--- config.mk ---
export PLATFORM = sky130hd
export DESIGN_NAME = cache_fill_ctrl_flat
export DESIGN_NICKNAME = d
export VERILOG_FILES = /design/src/rtl/cache_fill_ctrl_if.sv /design/src/rtl/cache_fill_ctrl.sv /design/src/flat_wrapper.sv
export SDC_FILE = /design/constraint.sdc
export NUM_CORES = 1
export LEC_CHECK = 0
export ABC_AREA = 1
export CORE_ASPECT_RATIO = 0.75
export CORE_MARGIN = 2
export CORE_UTILIZATION = 47
export CTS_CLUSTER_DIAMETER = 40
export DETAILED_ROUTE_END_ITERATION = 10
export GPL_TIMING_DRIVEN = 0
export MAX_ROUTING_LAYER = met4
export PLACE_DENSITY = 0.77
export SYNTH_ARGS = -nofsm -noshare
export SYNTH_HDL_FRONTEND = slang
export SYNTH_SLANG_ARGS = --single-unit
--- constraint.sdc ---
create_clock -name clk -period 1.68 [get_ports clk]
set_input_delay 0.336 -clock clk [delete_from_list [all_inputs] [get_ports clk]]
set_output_delay 0.336 -clock clk [all_outputs]
set_load 0.02 [all_outputs]
--- src/rtl/cache_fill_ctrl_if.sv ---
// CPU request, memory fetch and cache-array ports of cache_fill_ctrl.
// master is the controller side; slave is the requester/memory/array side.
interface cache_fill_ctrl_if #(
    parameter int ADDR_W = 8
);
    logic              cpu_req;
    logic [ADDR_W-1:0] cpu_addr;
    logic              cpu_ack;
    logic [1:0]        rdline;
    logic [2:0]        rdoffset;
    logic [1:0]        wrline;
    logic [2:0]        wroffset;
    logic [7:0]        wdata;
    logic              wren;
    logic              mem_req;
    logic [ADDR_W-1:0] mem_addr;
    logic              mem_ack;
    logic [7:0]        mem_data;

    modport master (
        input  cpu_req, cpu_addr, mem_ack, mem_data,
        output cpu_ack, rdline, rdoffset, wrline, wroffset, wdata, wren,
               mem_req, mem_addr
    );

    modport slave (
        output cpu_req, cpu_addr, mem_ack, mem_data,
        input  cpu_ack, rdline, rdoffset, wrline, wroffset, wdata, wren,
               mem_req, mem_addr
    );
endinterface

--- src/rtl/cache_fill_ctrl.sv ---
// Tag/valid lookup plus byte-serial line fill for a 4x8-byte cache array; hit acks in RESP right
// after the request edge, a miss fills 8 bytes first. mem_ack low stalls the fill indefinitely.
module cache_fill_ctrl #(
    parameter int ADDR_W = 8,
    parameter int CNT_W  = 16
) (
    input  logic              clk,
    input  logic              rst_n,
    input  logic              flush,
    output logic [CNT_W-1:0]  hit_cnt,
    output logic [CNT_W-1:0]  miss_cnt,
    cache_fill_ctrl_if.master bus
);
    localparam int TAG_W = ADDR_W - 5;

    typedef enum logic [1:0] {IDLE, FILL, RESP} state_t;

    state_t                     state, state_nxt;
    logic [ADDR_W-1:0]          addr_q;
    logic [2:0]                 fill_cnt;
    logic [3:0]                 valid;
    logic [3:0][TAG_W-1:0]      tags;
    logic                       wren_q;
    logic [7:0]                 wdata_q;
    logic [1:0]                 wrline_q;
    logic [2:0]                 wroffset_q;

    logic [1:0]                 req_line;
    logic [TAG_W-1:0]           req_tag;
    logic [1:0]                 cur_line;
    logic                       accept, hit, byte_ack, fill_done;

    assign req_line = bus.cpu_addr[4:3];
    assign req_tag  = bus.cpu_addr[ADDR_W-1:5];
    assign cur_line = addr_q[4:3];

    always_ff @(posedge clk or negedge rst_n) begin
        if (!rst_n) state <= IDLE;
        else        state <= state_nxt;
    end

    always_comb begin
        state_nxt = state;
        accept    = 1'b0;
        hit       = 1'b0;
        byte_ack  = 1'b0;
        fill_done = 1'b0;
        case (state)
            IDLE: begin
                if (bus.cpu_req) begin
                    accept    = 1'b1;
                    hit       = valid[req_line] && (tags[req_line] == req_tag);
                    state_nxt = hit ? RESP : FILL;
                end
            end
            FILL: begin
                if (bus.mem_ack) begin
                    byte_ack = 1'b1;
                    if (fill_cnt == 3'd7) begin
                        fill_done = 1'b1;
                        state_nxt = RESP;
                    end
                end
            end
            RESP:    state_nxt = IDLE;
            default: state_nxt = IDLE;
        endcase
    end

    always_ff @(posedge clk or negedge rst_n) begin
        if (!rst_n) begin
            addr_q     <= '0;
            fill_cnt   <= '0;
            valid      <= '0;
            tags       <= '0;
            wren_q     <= 1'b0;
            wdata_q    <= '0;
            wrline_q   <= '0;
            wroffset_q <= '0;
            hit_cnt    <= '0;
            miss_cnt   <= '0;
        end else begin
            wren_q <= byte_ack;
            if (accept) begin
                addr_q   <= bus.cpu_addr;
                fill_cnt <= '0;
            end
            if (accept && hit && (hit_cnt != '1))
                hit_cnt <= hit_cnt + CNT_W'(1);
            if (accept && !hit && (miss_cnt != '1))
                miss_cnt <= miss_cnt + CNT_W'(1);
            if (byte_ack) begin
                wdata_q    <= bus.mem_data;
                wrline_q   <= cur_line;
                wroffset_q <= fill_cnt;
                fill_cnt   <= fill_cnt + 3'd1;
            end
            // The fill-complete set is written after the flush clear so it wins on a shared edge.
            if (flush)
                valid <= '0;
            if (fill_done) begin
                valid[cur_line] <= 1'b1;
                tags[cur_line]  <= addr_q[ADDR_W-1:5];
            end
        end
    end

    assign bus.cpu_ack  = (state == RESP);
    assign bus.mem_req  = (state == FILL);
    assign bus.mem_addr = (state == FILL) ? {addr_q[ADDR_W-1:3], fill_cnt} : '0;
    assign bus.rdline   = addr_q[4:3];
    assign bus.rdoffset = addr_q[2:0];
    assign bus.wren     = wren_q;
    assign bus.wdata    = wdata_q;
    assign bus.wrline   = wrline_q;
    assign bus.wroffset = wroffset_q;
endmodule
--- src/flat_wrapper.sv ---
// flat-port wrapper written by rule: the top's interface ports become plain ports
module cache_fill_ctrl_flat 
#(
    parameter int ADDR_W = 8,
    parameter int CNT_W  = 16
)
  (clk, rst_n, flush, hit_cnt, miss_cnt, bus_cpu_req, bus_cpu_addr, bus_mem_ack, bus_mem_data, bus_cpu_ack, bus_rdline, bus_rdoffset, bus_wrline, bus_wroffset, bus_wdata, bus_wren, bus_mem_req, bus_mem_addr);
  cache_fill_ctrl_if #(.ADDR_W(ADDR_W)) bus_i ();
  input  logic clk;
  input  logic rst_n;
  input  logic flush;
  output logic [CNT_W-1:0] hit_cnt;
  output logic [CNT_W-1:0] miss_cnt;
  input wire logic [$bits(bus_i.cpu_req)-1:0] bus_cpu_req;
  input wire logic [$bits(bus_i.cpu_addr)-1:0] bus_cpu_addr;
  input wire logic [$bits(bus_i.mem_ack)-1:0] bus_mem_ack;
  input wire logic [$bits(bus_i.mem_data)-1:0] bus_mem_data;
  output wire logic [$bits(bus_i.cpu_ack)-1:0] bus_cpu_ack;
  output wire logic [$bits(bus_i.rdline)-1:0] bus_rdline;
  output wire logic [$bits(bus_i.rdoffset)-1:0] bus_rdoffset;
  output wire logic [$bits(bus_i.wrline)-1:0] bus_wrline;
  output wire logic [$bits(bus_i.wroffset)-1:0] bus_wroffset;
  output wire logic [$bits(bus_i.wdata)-1:0] bus_wdata;
  output wire logic [$bits(bus_i.wren)-1:0] bus_wren;
  output wire logic [$bits(bus_i.mem_req)-1:0] bus_mem_req;
  output wire logic [$bits(bus_i.mem_addr)-1:0] bus_mem_addr;
  assign bus_i.cpu_req = bus_cpu_req;
  assign bus_i.cpu_addr = bus_cpu_addr;
  assign bus_i.mem_ack = bus_mem_ack;
  assign bus_i.mem_data = bus_mem_data;
  assign bus_cpu_ack = bus_i.cpu_ack;
  assign bus_rdline = bus_i.rdline;
  assign bus_rdoffset = bus_i.rdoffset;
  assign bus_wrline = bus_i.wrline;
  assign bus_wroffset = bus_i.wroffset;
  assign bus_wdata = bus_i.wdata;
  assign bus_wren = bus_i.wren;
  assign bus_mem_req = bus_i.mem_req;
  assign bus_mem_addr = bus_i.mem_addr;
  cache_fill_ctrl #(.ADDR_W(ADDR_W), .CNT_W(CNT_W)) u_core (.clk(clk), .rst_n(rst_n), .flush(flush), .hit_cnt(hit_cnt), .miss_cnt(miss_cnt), .bus(bus_i));
endmodule
Yosys cells after proc, flatten, opt, wreduce, memory -nomap -nowiden
Cells that the tools add are included.
{"block": "op_classes", "reduce_logical": 10, "eq_ne": 9, "magnitude_cmp": 3, "n_addsub": 3, "n_mux": 28, "n_bitwise": 1}
{"op": "$add A16 B1 Y16 const B", "n": 2}
{"op": "$ne A16 B16 Y1 const B", "n": 2}
{"op": "$bwmux W12", "n": 1}
{"op": "$mux W3", "n": 4}
{"op": "$mux W1", "n": 11}
{"op": "$mux W2", "n": 4}
{"op": "$mux W4", "n": 2}
{"op": "$mux W8", "n": 1}
{"op": "$bmux W3 S2", "n": 1}
{"op": "$demux W3 S2", "n": 1}
{"op": "$logic_and A1 B1 Y1", "n": 6}
{"op": "$lt A2 B3 Y1 const B", "n": 2}
{"op": "$ne A2 B2 Y1 const B", "n": 2}
{"op": "$or A4 B4 Y4", "n": 1}
{"op": "$pmux W2 S2", "n": 1}
{"op": "$add A3 B1 Y3 const B", "n": 1}
{"op": "$eq A3 B3 Y1", "n": 1}
{"op": "$eq A3 B3 Y1 const B", "n": 1}
{"op": "$reduce_and A3 Y1", "n": 1}
{"op": "$bmux W1 S2", "n": 1}
{"op": "$demux W1 S2", "n": 1}
{"op": "$eq A2 B1 Y1 const B", "n": 1}
{"op": "$eq A2 B2 Y1 const B", "n": 1}
{"op": "$ge A2 B1 Y1 const B", "n": 1}
{"op": "other kinds (4)", "n": 4}
{"block": "word_totals", "inputBits": 21, "reg_bits": 75, "word_cells": 68, "output_inout_bits": 61}

Longest topological paths before layout
Gate-level depths: netlist of run 1.
{"block": "depth", "word_depth": 9, "depth_mapped": 13, "mapped_depth_nobuf": 11}

Worst setup path before layout of run 1
OpenSTA, ideal clock, no wires.
{"block": "synth_path", "kind": "reg-to-reg", "from": "register u_core.miss_cnt[0]", "to": "register u_core.miss_cnt[6]", "period_less_slack_ns": 1.794, "path_slack_ns": -0.114, "path_buffers": 1, "t_required_ns": 1.562, "setup_time_ns": 0.118, "arrival_ns": 1.677, "path_stages_with_launch": 10, "path_cell_list": "dfrtp_1 ha_1 nand3_2 nor2_4 nand2_2 nor2_2 nand3_2 buf_2 nand4_1 nand2_1"}
{"block": "synth_via", "elab_chain_cells": 2, "word_cells_on_any_way": 3, "cone_classes": "1 x add/sub; 1 x eq/ne; 1 x reduce/logical"}
{"item": "start, declared", "line": "cache_fill_ctrl.sv:11", "source": "output logic [CNT_W-1:0] miss_cnt,"}
{"item": "start signal, assigned", "line": "cache_fill_ctrl.sv:91", "source": "miss_cnt <= miss_cnt + CNT_W'(1);"}
{"item": "branches (longest 2 deep; another with $add A16 B1 Y16)"}
Parallel ways; which one is timed is not known.
A chain may end at the register's enable or synchronous reset.

Worst setup path in the final report of run 1
{"block": "layout_path", "from": "register u_core.wroffset_q[0], in the netlist u_core.bus.wroffset[0]", "to": "output bus_wroffset[0]"}
{"item": "start, declared", "line": "cache_fill_ctrl.sv:26", "source": "logic [2:0] wroffset_q;"}
{"item": "start signal, assigned", "line": "cache_fill_ctrl.sv:95", "source": "wroffset_q <= fill_cnt;"}
{"item": "end, declared", "line": "flat_wrapper.sv:22", "source": "output wire logic [$bits(bus_i.wroffset)-1:0] bus_wroffset;"}
No word-level cell between the ends.

==> run_results.csv, run 1 <==
group,metric,value,unit
place,portBuffers,80,
floorplanning,fp.dieW,111,um
detailed_routing,vias_per_cell,5.19,
floorplanning,rows,29,
cts,h-tree-depth,3,
worst_setup_path,critPathCaptureType,"primary output",
worst_setup_path,path_cells,"clkdlybuf4s50_1",
timing,fmax,610,MHz
power_and_ir_drop,power.internal,4.31,mW
logic_synthesis,ys_types,30,
power_and_ir_drop,p_leak,2.89,nW
finish,fin_cells,737,
hold_path,hp-class,"in2async",
finish,fin_util,0.663,
cts,numClockSinks,75,
power_and_ir_drop,p_seq_frac,0.361,
floorplanning,start_util,0.481,
grt,grt_pass1_wl,17200,um
detailed_routing,wl_per_cell,14.0,um
timing,worstMarginPinSlew,0.457,ns
finish,syn2layout_area_growth,37.7,%
power_and_ir_drop,swShare,0.380,
detailed_routing,dr_total_vias,3823,
floorplanning,die_area,0.00935,mm^2
grt,grt_max_degree,64,
timing,fin_tns_setup,0,ns
power_and_ir_drop,clockPowerShare,0.262,
worst_setup_path,worstSetupPathType,"reg2out",
cts,cts_root_buffer,"clkbuf_16",
worst_setup_path,worstSetupPathDepth,1,
grt,antenna_found_initial,0,
power_and_ir_drop,peakVddDrop,1.00,mV
logic_synthesis,synth_nets,535,
finish,antenna_cells,0,
detailed_routing,final_antenna_net_count,0,
logic_synthesis,synth_cells,510,
place,place_inst,699,
detailed_routing,drt_iter0_markers,247,
worst_setup_path,path_max_fanout,2,
power_and_ir_drop,powerDensity,1250,mW/mm^2
logic_synthesis,netlist_area,0.00403,mm^2
cts,clk_pin_slew,0.06,ns
cts,clk_path_buf_depth,2,
logic_synthesis,yosysWarnings,0,
finish,drive_above_1_share,0.159,
worst_setup_path,critPathTopFamily,"buffers and inverters",
cts,numCtsBuffers,9,
timing,whs,0.385,ns
detailed_routing,drc,0,
worst_setup_path,cp.required,1.34,ns
grt,first_global_vias,3571,
timing,skew,0.00912,ns
timing,slew_violations,0,
floorplanning,core-area,0.00838,mm^2
power_and_ir_drop,power_frac_comb,0.377,
timing,setup_viol,0,
finish,fin_area,0.00555,mm^2
worst_setup_path,worstPathArrival,1.30,ns
worst_setup_path,reg2reg_depth,9,
logic_synthesis,synth.avg_cell_area,7.91,um^2
grt,grt-ovfl-total,0,
timing,max_slew_margin,0.695,
timing,period_minus_slack,1.64,ns
cts,clock_latency,0.34,ns
timing,rsz0062_at_grt,"true",
outcome,outcome,"finished clean",
place,gp_congestion,0.887,
place,placed_area,0.00503,mm^2
logic_synthesis,ys_seq_area_frac,0.465,
floorplanning,fp.dieH,84.2,um
place,dp_hpwl,7130,um
detailed_routing,dr.pass1.iters,5,
power_and_ir_drop,switchingPower,2.64,mW
cts,cts_tree,"done",
worst_setup_path,cpPeakStageDelay,0.61,ns
worst_setup_path,crit_slowest_cell,"clkdlybuf4s50_1",
detailed_routing,drt_wl_total,10300,um
timing,hold_viol_final,0,
worst_setup_path,critPathBufInv,1,
worst_setup_path,critPathLaunchType,"register",
grt,grt.total_usage,0.234,
finish,nNetsFinal,649,
logic_synthesis,ys_ff_latch,75,
timing,finalCritPeriodShare,0.976,
job,drv_cap,0,
floorplanning,io_pins,82,
==> stage by stage <==
step           setup WS (ns)  total power [mW]
2_1_floorplan        0.00734              3.92
3_3_place_gp           -2.61              4.97
5_1_grt              -0.0498              7.38
3_5_place_dp          -0.513              5.04
6_report              0.0406              6.95
4_1_cts               0.0164              6.76
==> area by class of cell <==
type,count,area [um^2]
plain buffers,19,145
clock buffers,10,229
clock inverters,6,50.0
fillers,719,2830
inverters,43,169
multi-input cells,373,1980
flip-flops and latches,75,1880
well taps,108,135
repair buffers,103,962
==> Yosys cell counts <==
master      n  area share
nand2_1   189        0.18
dfrtp_1    75        0.47
inv_1      39       0.036
nand4_1    36       0.056
nor2_1     31       0.029
nand3_1    30       0.037
o21ai_0    26       0.032
xor2_1     17       0.037
buf_4       7       0.013
clkbuf_1    7      0.0065
nor3_1      7      0.0087
xnor2_1     7       0.015
nor2_2      5      0.0078
ha_1        4       0.012
nor2_4      4       0.011
a21oi_1     3      0.0037
inv_2       3      0.0028
nand3_2     3      0.0074
nor3_2      3      0.0074
buf_2       2      0.0025
buf_6       2      0.0056
nand4_4     2       0.011
a22oi_1     1      0.0019
buf_1       1     0.00093
inv_4       1      0.0016
nand2_2     1      0.0016
nand2_4     1      0.0028
nand3_4     1      0.0043
nor3b_1     1      0.0019
o21bai_1    1      0.0019
==> sequential cells by signal, summed over array words and instances (netlist names) <==
register             count
u_core.addr_q            8
u_core.bus.wdata         8
u_core.bus.wren          1
u_core.bus.wrline        2
u_core.bus.wroffset      3
u_core.fill_cnt          3
u_core.hit_cnt          16
u_core.miss_cnt         16
u_core.state             2
u_core.tags             12
u_core.valid             4
==> repair_timing <==
| item | CTS | global route |
|---|---|---|
| gates resized for setup | 81 | 38 |
| gates cloned | 1 | 1 |
| hold buffers | 1 | 0 |
| pin swaps | 5 | 16 |
| hold endpoints to repair | 12 | 0 |
| setup buffers | 7 | 12 |
| endpoints found under the setup margin | 79 | 53 |
==> path summary, 6_finish.rpt <==
path	start	endpoint	slack, ns
worst max-delay path	u_core.bus.wroffset[0]$_DFFE_PN0P_	bus_wroffset[0]	0.04
worst min-delay path	rst_n	u_core.miss_cnt[4]$_DFFE_PN0P_	0.39
worst max register to register	u_core.miss_cnt[0]$_DFFE_PN0P_	u_core.miss_cnt[11]$_DFFE_PN0P_	0.07
worst min register to register	u_core.bus.wdata[1]$_DFFE_PN0P_	u_core.bus.wdata[1]$_DFFE_PN0P_	0.48
max in group asynchronous	rst_n	u_core.hit_cnt[1]$_DFFE_PN0P_	0.73
min in group clk	bus_cpu_addr[3]	u_core.addr_q[3]$_DFFE_PN0P_	0.40
==> metal layers <==
layer,up-vias,share of wire,GRT usage
li1,1881,-,-
met1,1790,0.48,0.319
met2,130,0.44,0.342
met3,22,0.067,0.0578
met4,0,0.018,0.0864
met5,-,0,-
==> layout by cell type (no fill, tap or decap), types with 4 or more instances in the layout <==
| master | n |
|---|---|
| dfrtp_1 | 71 |
| dlymetal6s2s_1 | 4 |
| buf_4 | 33 |
| inv_1 | 37 |
| clkdlybuf4s50_1 | 27 |
| xnor2_1 | 7 |
| o21ai_0 | 26 |
| nor3_1 | 6 |
| clkbuf_16 | 10 |
| nand2_1 | 187 |
| nand3_1 | 29 |
| xor2_1 | 17 |
| dfrtp_2 | 4 |
| dlygate4sd2_1 | 37 |
| nor2_1 | 29 |
| nand4_1 | 36 |
| nor2_4 | 8 |
| clkbuf_1 | 5 |
==> cells by family after synthesis <==
logic type | after synthesis | synth area share
buf+inv | 62 | 0.0692
fa+ha+maj | 4 | 0.0124
xor+xnor | 24 | 0.0521
simple gates | 314 | 0.361
flops | 75 | 0.465
compound gates | 31 | 0.0397
==> power groups by stage <==
stage	Combinational, mW	Clock [mW]	Sequential (mW)
4_1_cts	2.40	1.85	2.50
2_1_floorplan	1.19	0	2.73
3_3_place_gp	2.45	0	2.52
3_5_place_dp	2.51	0	2.53
6_report	2.62	1.82	2.51
5_1_grt	2.88	1.94	2.56
Note: power is estimated with default switching activity, not from simulation.
==> run 2, diff against run 1 <==
CORE_UTILIZATION = 48   (was 47)
CTS_BUF_LIST = sky130_fd_sc_hd__clkbuf_4 sky130_fd_sc_hd__clkbuf_8   (was not set)
PLACE_DENSITY = 0.78   (was 0.77)
==> run_results.csv, run 2 (synthesized netlist as in run 1, its figures left out) <==
group,metric,value,unit
grt,grt_pass1_wl,16800,um
job,drv_cap,0,
grt,grt-ovfl-total,0,
hold_path,hp-class,"in2reg",
floorplanning,die_area,0.00916,mm^2
timing,setup_ws,0.0243,ns
place,post-place-ws,-0.520,ns
finish,fin_util,0.681,
place,portBuffers,80,
cts,numCtsBuffers,9,
detailed_routing,drt_iter0_markers,229,
floorplanning,fp.dieH,83.4,um
cts,numClockSinks,75,
finish,layout_commonest_cell,"nand2_1",
power_and_ir_drop,peakVddDrop,0.939,mV
detailed_routing,final_antenna_net_count,0,
worst_setup_path,path_max_fanout,9,
floorplanning,rows,28,
finish,mostFrequentLayoutCells,"189 x nand2_1, 71 x dfrtp_1, 44 x dlygate4sd2_1",
power_and_ir_drop,finalPower,6.70,mW
timing,hold_viol_final,0,
place,placed_area,0.00502,mm^2
place,gp_congestion,0.907,
timing,fmax,604,MHz
timing,whs,0.352,ns
timing,rsz0062_at_grt,"true",
finish,nNetsFinal,652,
detailed_routing,dr.pass1.iters,5,
timing,worstMarginPinSlew,0.436,ns
floorplanning,start_util,0.503,
cts,clock_latency,0.36,ns
finish,syn2layout_area_growth,35.5,%
floorplanning,fp.dieW,110,um
floorplanning,core-area,0.00802,mm^2
grt,grt.total_usage,0.238,
detailed_routing,drt_wl_total,10500,um
worst_setup_path,critPathLaunchType,"register",
worst_setup_path,worstPathArrival,1.32,ns
cts,clk_pin_slew,0.08,ns
cts,cts_tree,"done",
place,dp_hpwl,7150,um
worst_setup_path,cp.required,1.34,ns
detailed_routing,drc,0,
worst_setup_path,worstSetupPathType,"reg2out",
grt,antenna_found_initial,0,
timing,skew,0.0117,ns
finish,antenna_cells,0,
place,place_inst,696,
detailed_routing,dr_total_vias,3896,
worst_setup_path,critPathCaptureType,"primary output",
timing,slew_violations,0,
timing,max_slew_margin,0.710,
timing,setup_viol,0,
cts,clk_path_buf_depth,2,
power_and_ir_drop,p_leak,2.91,nW
cts,cts_root_buffer,"clkbuf_8",
finish,fin_area,0.00547,mm^2
timing,period_minus_slack,1.66,ns
finish,fin_cells,737,
floorplanning,io_pins,82,
timing,finalCritPeriodShare,0.986,
grt,grt_max_degree,48,
timing,fin_tns_setup,0,ns
detailed_routing,vias_per_cell,5.29,
detailed_routing,wl_per_cell,14.2,um
finish,reg_top3,"u_core.hit_cnt: 16 flops, u_core.miss_cnt: 16 flops, u_core.tags: 12 flops",
grt,first_global_vias,3559,
power_and_ir_drop,powerDensity,1230,mW/mm^2
cts,h-tree-depth,3,
outcome,outcome,"finished clean",
finish,drive_above_1_share,0.158,
## run 2: area by class of cell
type,instances,area [um^2]
fill,672,2560
buffer,19,146
tap,105,131
multi-input combinational,373,1960
timing repair buffer,106,946
sequential,75,1880
clock buffer,10,138
clock inverter,6,88.8
inverter,43,169
## run 2: what timing repair did
item                                    in CTS  in global routing
endpoints found under the setup margin      87                 53
pin swaps                                    5                  8
setup buffers                                8                 16
hold buffers                                 1                  0
gates cloned                                 0                  0
gates resized for setup                     92                 29
hold endpoints to repair                    28                  0
## run 2: worst max-delay path, cell delays in order, from the launching register on
cell,delay (ns)
dfrtp_1,0.37
inv_1,0.09
nor2_4,0.16
inv_4,0.09
nor2_1,0.11
buf_4,0.15
## run 2: report_power, final
group	total, mW	switching, mW	internal (mW)	leakage (nW)
logic	2.62	1.56	1.07	1.80
clock network	1.59	0.710	0.876	0.108
registers	2.49	0.295	2.20	0.998
## run 2: per-layer routing
| metal | track usage | part of all wire |
|---|---|---|
| met1 | 0.331 | 0.44 |
| met2 | 0.344 | 0.47 |
| met3 | 0.0730 | 0.088 |
| met4 | 0.0483 | 0.0092 |
| met5 | - | 0 |
## run 2: path summary, 6_finish.rpt
path	start	endpoint	slack, ns	depth (start not counted)
setup / recovery	u_core.state[0]$_DFFE_PN0P_	bus_mem_addr[2]	0.02	5
hold / removal	bus_cpu_addr[3]	u_core.addr_q[3]$_DFFE_PN0P_	0.35	3
setup reg to reg	u_core.miss_cnt[1]$_DFFE_PN0P_	u_core.miss_cnt[11]$_DFFE_PN0P_	0.04	9
hold reg to reg	u_core.bus.wdata[0]$_DFFE_PN0P_	u_core.bus.wdata[0]$_DFFE_PN0P_	0.48	2
max in group asynchronous	rst_n	u_core.hit_cnt[1]$_DFFE_PN0P_	0.67	3
min in group asynchronous	rst_n	u_core.valid[1]$_DFF_PN0_	0.44	2
